===== src/rtl/bcd_calc_pkg.sv =====
// Shared definitions for the BCD calculator operand-entry front end.
//   state_t    : entry FSM states (operand A, operand B, result shown)
//   KEY_*      : keypad codes with a non-digit meaning
//   DISP_*     : disp_mode encodings driven to the display mux
package bcd_calc_pkg;

    typedef enum logic [1:0] {
        S_A   = 2'd0,
        S_B   = 2'd1,
        S_RES = 2'd2
    } state_t;

    localparam logic [3:0] KEY_PLUS = 4'hA;
    localparam logic [3:0] KEY_EQ   = 4'hB;
    localparam logic [3:0] KEY_CLR  = 4'hC;
    localparam logic [3:0] KEY_BS   = 4'hD;

    localparam logic [1:0] DISP_A   = 2'd0;
    localparam logic [1:0] DISP_B   = 2'd1;
    localparam logic [1:0] DISP_SUM = 2'd2;

    // Operands hold four packed BCD digits, digit 0 in bits [3:0].
    localparam int unsigned OP_W = 16;

    function automatic logic is_digit(input logic [3:0] code);
        return code <= 4'd9;
    endfunction

endpackage


===== src/rtl/key_debounce.sv =====
// Keypad synchroniser and debouncer.
//   clk, rst_n    : clock, asynchronous active-low reset
//   key_down      : raw "key held" level, asynchronous to clk
//   key_code      : raw key code, asynchronous to clk
//   accept_pulse  : combinational strobe, high for the one cycle before the
//                   edge at which a press is accepted (consumer registers it)
//   code_q        : synchronised key code, valid while accept_pulse is high
module key_debounce #(
    parameter logic [15:0] DEBOUNCE = 16'd50000
) (
    input  logic       clk,
    input  logic       rst_n,
    input  logic       key_down,
    input  logic [3:0] key_code,
    output logic       accept_pulse,
    output logic [3:0] code_q
);

    logic        down_s1;
    logic        down_s2;
    logic [3:0]  code_s1;
    logic        level;       // level of down_s2 seen at the previous edge
    logic [15:0] stable_cnt;  // clocks down_s2 has held its current level
    logic [15:0] cnt_nxt;
    logic        settled;
    logic        armed;

    // The count saturates at DEBOUNCE so a long hold never wraps back into
    // looking like a fresh, just-settled level.
    always_comb begin
        cnt_nxt = stable_cnt;
        if (down_s2 != level) begin
            cnt_nxt = 16'd1;
        end else if (stable_cnt != DEBOUNCE) begin
            cnt_nxt = stable_cnt + 16'd1;
        end
        settled      = (cnt_nxt == DEBOUNCE);
        accept_pulse = armed && down_s2 && settled;
    end

    always_ff @(posedge clk or negedge rst_n) begin
        if (!rst_n) begin
            down_s1    <= 1'b0;
            down_s2    <= 1'b0;
            code_s1    <= 4'd0;
            code_q     <= 4'd0;
            level      <= 1'b0;
            stable_cnt <= 16'd0;
            armed      <= 1'b1;
        end else begin
            down_s1    <= key_down;
            down_s2    <= down_s1;
            code_s1    <= key_code;
            code_q     <= code_s1;
            level      <= down_s2;
            stable_cnt <= cnt_nxt;
            if (accept_pulse) begin
                armed <= 1'b0;
            end else if (!down_s2 && settled) begin
                armed <= 1'b1;
            end
        end
    end

endmodule


===== src/rtl/bcd_key_entry.sv =====
// Operand-entry front end for the BCD adder.
//   clk, rst_n   : clock, asynchronous active-low reset
//   key_down     : raw keypad "key held" level (asynchronous)
//   key_code     : raw key code (asynchronous)
//   a0..a3       : operand A BCD digits, a0 least significant
//   b0..b3       : operand B BCD digits, b0 least significant
//   disp_mode    : 0 show A, 1 show B, 2 show sum
//   key_accept   : one-clock pulse per accepted key press
//   entry_err    : one-clock pulse, coincident with key_accept, on a rejected key
module bcd_key_entry
    import bcd_calc_pkg::*;
#(
    parameter logic [15:0] DEBOUNCE = 16'd50000
) (
    input  logic       clk,
    input  logic       rst_n,
    input  logic       key_down,
    input  logic [3:0] key_code,
    output logic [3:0] a0,
    output logic [3:0] a1,
    output logic [3:0] a2,
    output logic [3:0] a3,
    output logic [3:0] b0,
    output logic [3:0] b1,
    output logic [3:0] b2,
    output logic [3:0] b3,
    output logic [1:0] disp_mode,
    output logic       key_accept,
    output logic       entry_err
);

    logic            accept;
    logic [3:0]      code;
    state_t          state;
    logic [OP_W-1:0] op_a;
    logic [OP_W-1:0] op_b;
    logic [2:0]      cnt_a;
    logic [2:0]      cnt_b;

    key_debounce #(
        .DEBOUNCE(DEBOUNCE)
    ) u_debounce (
        .clk         (clk),
        .rst_n       (rst_n),
        .key_down    (key_down),
        .key_code    (key_code),
        .accept_pulse(accept),
        .code_q      (code)
    );

    assign {a3, a2, a1, a0} = op_a;
    assign {b3, b2, b1, b0} = op_b;

    // With a zero count the operand is replaced rather than shifted; this makes
    // the first digit after a chain '+' start B afresh even though the old B
    // is still on display.
    always_ff @(posedge clk or negedge rst_n) begin
        if (!rst_n) begin
            state      <= S_A;
            disp_mode  <= DISP_A;
            op_a       <= '0;
            op_b       <= '0;
            cnt_a      <= 3'd0;
            cnt_b      <= 3'd0;
            key_accept <= 1'b0;
            entry_err  <= 1'b0;
        end else begin
            key_accept <= accept;
            entry_err  <= 1'b0;
            if (accept) begin
                if (code == KEY_CLR) begin
                    op_a      <= '0;
                    op_b      <= '0;
                    cnt_a     <= 3'd0;
                    cnt_b     <= 3'd0;
                    state     <= S_A;
                    disp_mode <= DISP_A;
                end else begin
                    case (state)
                        S_A: begin
                            if (is_digit(code)) begin
                                if (cnt_a == 3'd0) begin
                                    op_a  <= {12'd0, code};
                                    cnt_a <= 3'd1;
                                end else if (cnt_a < 3'd4) begin
                                    op_a  <= {op_a[11:0], code};
                                    cnt_a <= cnt_a + 3'd1;
                                end else begin
                                    entry_err <= 1'b1;
                                end
                            end else if (code == KEY_BS) begin
                                if (cnt_a != 3'd0) begin
                                    op_a  <= {4'd0, op_a[15:4]};
                                    cnt_a <= cnt_a - 3'd1;
                                end else begin
                                    entry_err <= 1'b1;
                                end
                            end else if (code == KEY_PLUS) begin
                                op_b      <= '0;
                                cnt_b     <= 3'd0;
                                state     <= S_B;
                                disp_mode <= DISP_B;
                            end else if (code == KEY_EQ) begin
                                entry_err <= 1'b1;
                            end
                        end
                        S_B: begin
                            if (is_digit(code)) begin
                                if (cnt_b == 3'd0) begin
                                    op_b  <= {12'd0, code};
                                    cnt_b <= 3'd1;
                                end else if (cnt_b < 3'd4) begin
                                    op_b  <= {op_b[11:0], code};
                                    cnt_b <= cnt_b + 3'd1;
                                end else begin
                                    entry_err <= 1'b1;
                                end
                            end else if (code == KEY_BS) begin
                                if (cnt_b != 3'd0) begin
                                    op_b  <= {4'd0, op_b[15:4]};
                                    cnt_b <= cnt_b - 3'd1;
                                end else begin
                                    entry_err <= 1'b1;
                                end
                            end else if (code == KEY_EQ) begin
                                state     <= S_RES;
                                disp_mode <= DISP_SUM;
                            end else if (code == KEY_PLUS) begin
                                entry_err <= 1'b1;
                            end
                        end
                        S_RES: begin
                            if (is_digit(code)) begin
                                op_a      <= {12'd0, code};
                                cnt_a     <= 3'd1;
                                op_b      <= '0;
                                cnt_b     <= 3'd0;
                                state     <= S_A;
                                disp_mode <= DISP_A;
                            end else if (code == KEY_PLUS) begin
                                cnt_b     <= 3'd0;
                                state     <= S_B;
                                disp_mode <= DISP_B;
                            end else if (code == KEY_EQ || code == KEY_BS) begin
                                entry_err <= 1'b1;
                            end
                        end
                        default: begin
                            state     <= S_A;
                            disp_mode <= DISP_A;
                        end
                    endcase
                end
            end
        end
    end

endmodule


===== config.mk =====
export PLATFORM = sky130hd
export DESIGN_NAME = bcd_key_entry
export DESIGN_NICKNAME = d
export VERILOG_FILES = /design/src/rtl/bcd_calc_pkg.sv /design/src/rtl/key_debounce.sv /design/src/rtl/bcd_key_entry.sv
export SDC_FILE = /design/constraint.sdc
export NUM_CORES = 1
export LEC_CHECK = 0
export ABC_AREA = 0
export CAP_MARGIN = 30
export CELL_PAD_IN_SITES_DETAIL_PLACEMENT = 0
export CELL_PAD_IN_SITES_GLOBAL_PLACEMENT = 1
export CORE_ASPECT_RATIO = 2
export CORE_MARGIN = 4
export CORE_UTILIZATION = 44
export DETAILED_ROUTE_END_ITERATION = 12
export PLACE_DENSITY = 0.82
export SLEW_MARGIN = 20
export SYNTH_ARGS = -nofsm -noshare
export SYNTH_HDL_FRONTEND = slang
export SYNTH_SLANG_ARGS = --single-unit

===== constraint.sdc =====
create_clock -name clk -period 3.75 [get_ports clk]
set_input_delay 0.75 -clock clk [delete_from_list [all_inputs] [get_ports clk]]
set_output_delay 0.75 -clock clk [all_outputs]
set_load 0.005 [all_outputs]

==> metrics.md <==
| Metric | Value |
|---|---|
| Status | completed |
| Setup violators final | 0 |
| Tcrit/Tclk final | 86.9% |
| Slowest stage cell, crit path | or4_1 |
| Initial Utilization | about 45% |
| Cell area after synthesis | approximately 0.0042 mm² |
| First drt pass iteration count | 4 |
| Global-route wire length before repair | around 17000 µm |
| Hold crit path type | flop to flop |
| Max clock buf depth | 2 |
| DIE AREA | ~0.011 mm² |
| Global Route Usage Sum | 19.4% |
| Worst skew pair latency | roughly 330 ps |
| Clock buffer count from CTS | 9 |
| WP buf/inv | 0 |
| Arr. time, crit path | about 3500 ps |
| Layout area overhead | 19.7% |
| Die X | around 77 µm |
| WP data required | roughly 4000 ps |
| Placer Congestion | around 0.86 |
| Chip Height | 146 µm |
| Clock Pin Slew Worst Setup and Hold Paths | about 60 ps |
| Final nets | 484 |
| Row cnt | 50 |
| Htree depth | 3 |
| Fin crit period | around 3300 ps |
| Critical Path Start | u_debounce.stable_cnt[0] |
| WL/cell | 17.8 µm |
| DR vias | about 3400 |
| Post-Route WL | approximately 10000 µm |
| Worst VDD drop | 303 µV |
| Share of layout cells above drive strength 1 | 11.5% |
| Beginning of the worst register-to-register path | u_debounce.stable_cnt[0] |
| # IOs | between 40 and 50 |
| Clock Skew | between 6 and 7 ps |
| Synth top area cells | dfrtp_1 (42%), mux2_2 (5.6%), ha_1 (3.6%) |
| Post-CTS Setup Bufs | 0 |
| Number of synthesized flops with an enable pin | 0 |
| Hold Path Origin | u_debounce.code_s1[1] |
| Leak | 0.00215 µW |
| Sequential fraction of the synthesis area | roughly 43% |
| Top cell type's share of synthesized area | between 40% and 50% |
| DRC | 0 |
| Final TNS setup | 0 ps |
| Vias in the first global route | around 3500 |
| Vias per inst | 5.84 |
| Hold_buf cts | 0 |
| Floorplan core area | between 0.009 and 0.01 mm² |
| Synth Register Bits | 72 |
| MaxCap Viol Count | 0 |
| CTS sink cnt | 72 |
| Max FO, Critical Path | 11 |
| Worst setup EP type | flop |
| CP Launch Type | flop |
| Crit path max-delay family | simple AND/OR/NAND/NOR gates |
| Hold Violations, Final | 0 |
| Root Driver | clkbuf_16 |
| Syn Nets | around 450 |
| Max incr delay on CP | 700 ps |
| Crit path top cell by count | or4_1 |
| Post-route ant nets | 0 |
| Rel. slew slack | between 30% and 40% |
| Crit path cell chain | ha_1 -> nor2b_1 -> or3_1 -> mux2_2 -> or4_1 -> or4_1 -> a211o_1 |
| Synth cell types | 59 |
| PD cells | between 300 and 400 mW/mm² |
| Achievable clock frequency | around 0.3 GHz |
| Initial antenna violation count | 0 |
| Multi-input gate area | between 0.002 and 0.0025 mm² |
| YS warnings | 0 |
| Max Slew Vio Count | 0 |
| Largest net degree at the start of global routing | 73 |
| # fillers | approximately 860 |
| Hpwl dp | roughly 7400 µm |
| Overflow left after global routing | 0 |
| Post_cts resized | 0 |
| Synth area leader | dfrtp_1 |
| CTS tree | yes |
| RSZ-0062 raised after global routing | no |
| FFs w/ async S/R, synth | 100% |
| Seq. cell area | approximately 0.0018 mm² |
| Hold slack | roughly 360 ps |
| Worst Tran Pin Value | around 950 ps |
| Critical path class | flop to flop |
| ANT cells | 0 |
| Port Buffers | 42 |
| Initial drt markers | approximately 110 |
| Synthesized instance count | ~430 |
| Post-Syn Area per Cell | between 9 and 10 µm² |
| Main synth FF type | dfrtp_1 |
-- logic make-up after synthesis --
family / after synthesis / share of synthesized area (%)
DFF: 72 / 42.9
adders and majority gates: 12 / 3.58
and+or+nand+nor: 160 / 21.4
buffers and inverters: 56 / 5.51
AOI/OAI and AO/OA: 72 / 11.8
muxes: 41 / 10.6
xor gates and xnor gates: 20 / 4.17
-- where the power goes --
part	internal, µW	leakage (µW)	switching (µW)	total (µW)
clock network	651	0.000160	326	977
registers	790	0.000972	26.1	816
logic	54.0	0.00102	83.4	137
-- cells in the final DEF (no fill, tap or decap), drive strengths merged, types with 3 or more instances in the layout --
cell type       n
ha             12
nand3          12
buf             9
o31ai           3
nand4b          3
and2            3
nor2           33
or4b            3
a21oi          20
clkdlybuf4s50  41
o21ai          10
o211ai          3
mux2           27
nor3           10
nor2b           6
mux2i          14
nand4          12
nor4b           3
a31oi           4
nor4           10
xor2            8
inv            27
and3b           3
or3             6
bufinv          3
clkbuf         11
o41ai           4
a22o           11
nand2b          7
nand2          36
dfrtp          71
xnor2          12
-- cell usage after synthesis (3+ instances only) --
master / instances
mux2_1: 6
nor2b_1: 6
nor3_1: 10
nand4b_1: 3
or3_1: 6
clkbuf_1: 15
mux2i_1: 14
and3b_1: 3
nand3_1: 12
a22o_1: 11
nand4_1: 11
buf_2: 10
nand2_1: 36
a31oi_1: 4
a21oi_1: 20
nor4b_1: 3
nor4_1: 8
or4b_1: 3
inv_1: 27
dfrtp_1: 71
xor2_1: 8
mux2_2: 21
ha_1: 12
o31ai_1: 3
o21ai_0: 8
o211ai_1: 3
xnor2_1: 12
nor2_1: 33
and2_1: 3
nand2b_1: 7
o41ai_1: 4
-- worst reg2reg max path: stages (launching register included) --
cell     delay, ps
dfrtp_1        470
ha_1           390
nor2b_1        120
or3_1          340
mux2_2         280
or4_1          700
or4_1          570
a211o_1        300
-- flip-flops by register name, summed over array words and instances (netlist names), 2 cells and up --
register / count
op_a: 16
op_b: 16
u_debounce.stable_cnt: 16
u_debounce.code_q: 4
u_debounce.code_s1: 4
cnt_a: 3
cnt_b: 3
disp_mode: 2
state: 2
-- metal layers --
layer / GRT usage, % / vias to the layer above / routed length, µm / share of wire (%)
li1: - / 1596 / - / -
met1: 18.8 / 1671 / 3670 / 36
met2: 37.4 / 61 / 5920 / 58
met3: 3.58 / 26 / 224 / 2.2
met4: 10.7 / 0 / 374 / 3.7
met5: 0 / - / 0 / 0
-- worst paths after layout --
check	to	depth (start not counted)	slack [ps]
max	cnt_b[0]	7	490
min	u_debounce.code_q[1]	0	360
max reg2reg	cnt_b[0]	7	490
min reg2reg	u_debounce.code_q[1]	0	360
max in group asynchronous	u_debounce.armed	2	2960
min in group asynchronous	key_accept	2	430
-- metrics by stage --
| step | utilization (%) | power, µW | setup WS [ps] | std cells | cell area (µm²) |
|---|---|---|---|---|---|
| global placement | 50.3 | 965 | 608 | 558 | 4690 |
| finish | 53.9 | 1930 | 492 | 574 | 5030 |
| CTS | 53.9 | 1950 | 501 | 574 | 5030 |
| detailed placement | 50.3 | 967 | 561 | 558 | 4690 |
| floorplan | - | 915 | 909 | 433 | 4200 |
| global route | 53.9 | 2000 | 322 | 574 | 5030 |
-- final cells by class --
cell class	count	area share, %
well taps	104	2.59
inverters	27	2.02
clock inverters	5	2.12
repair buffers	50	9.71
flip-flops and latches	72	35.9
clock buffers	11	4.63
multi-input cells	305	43.1
Note: power is estimated with default switching activity, not from simulation.
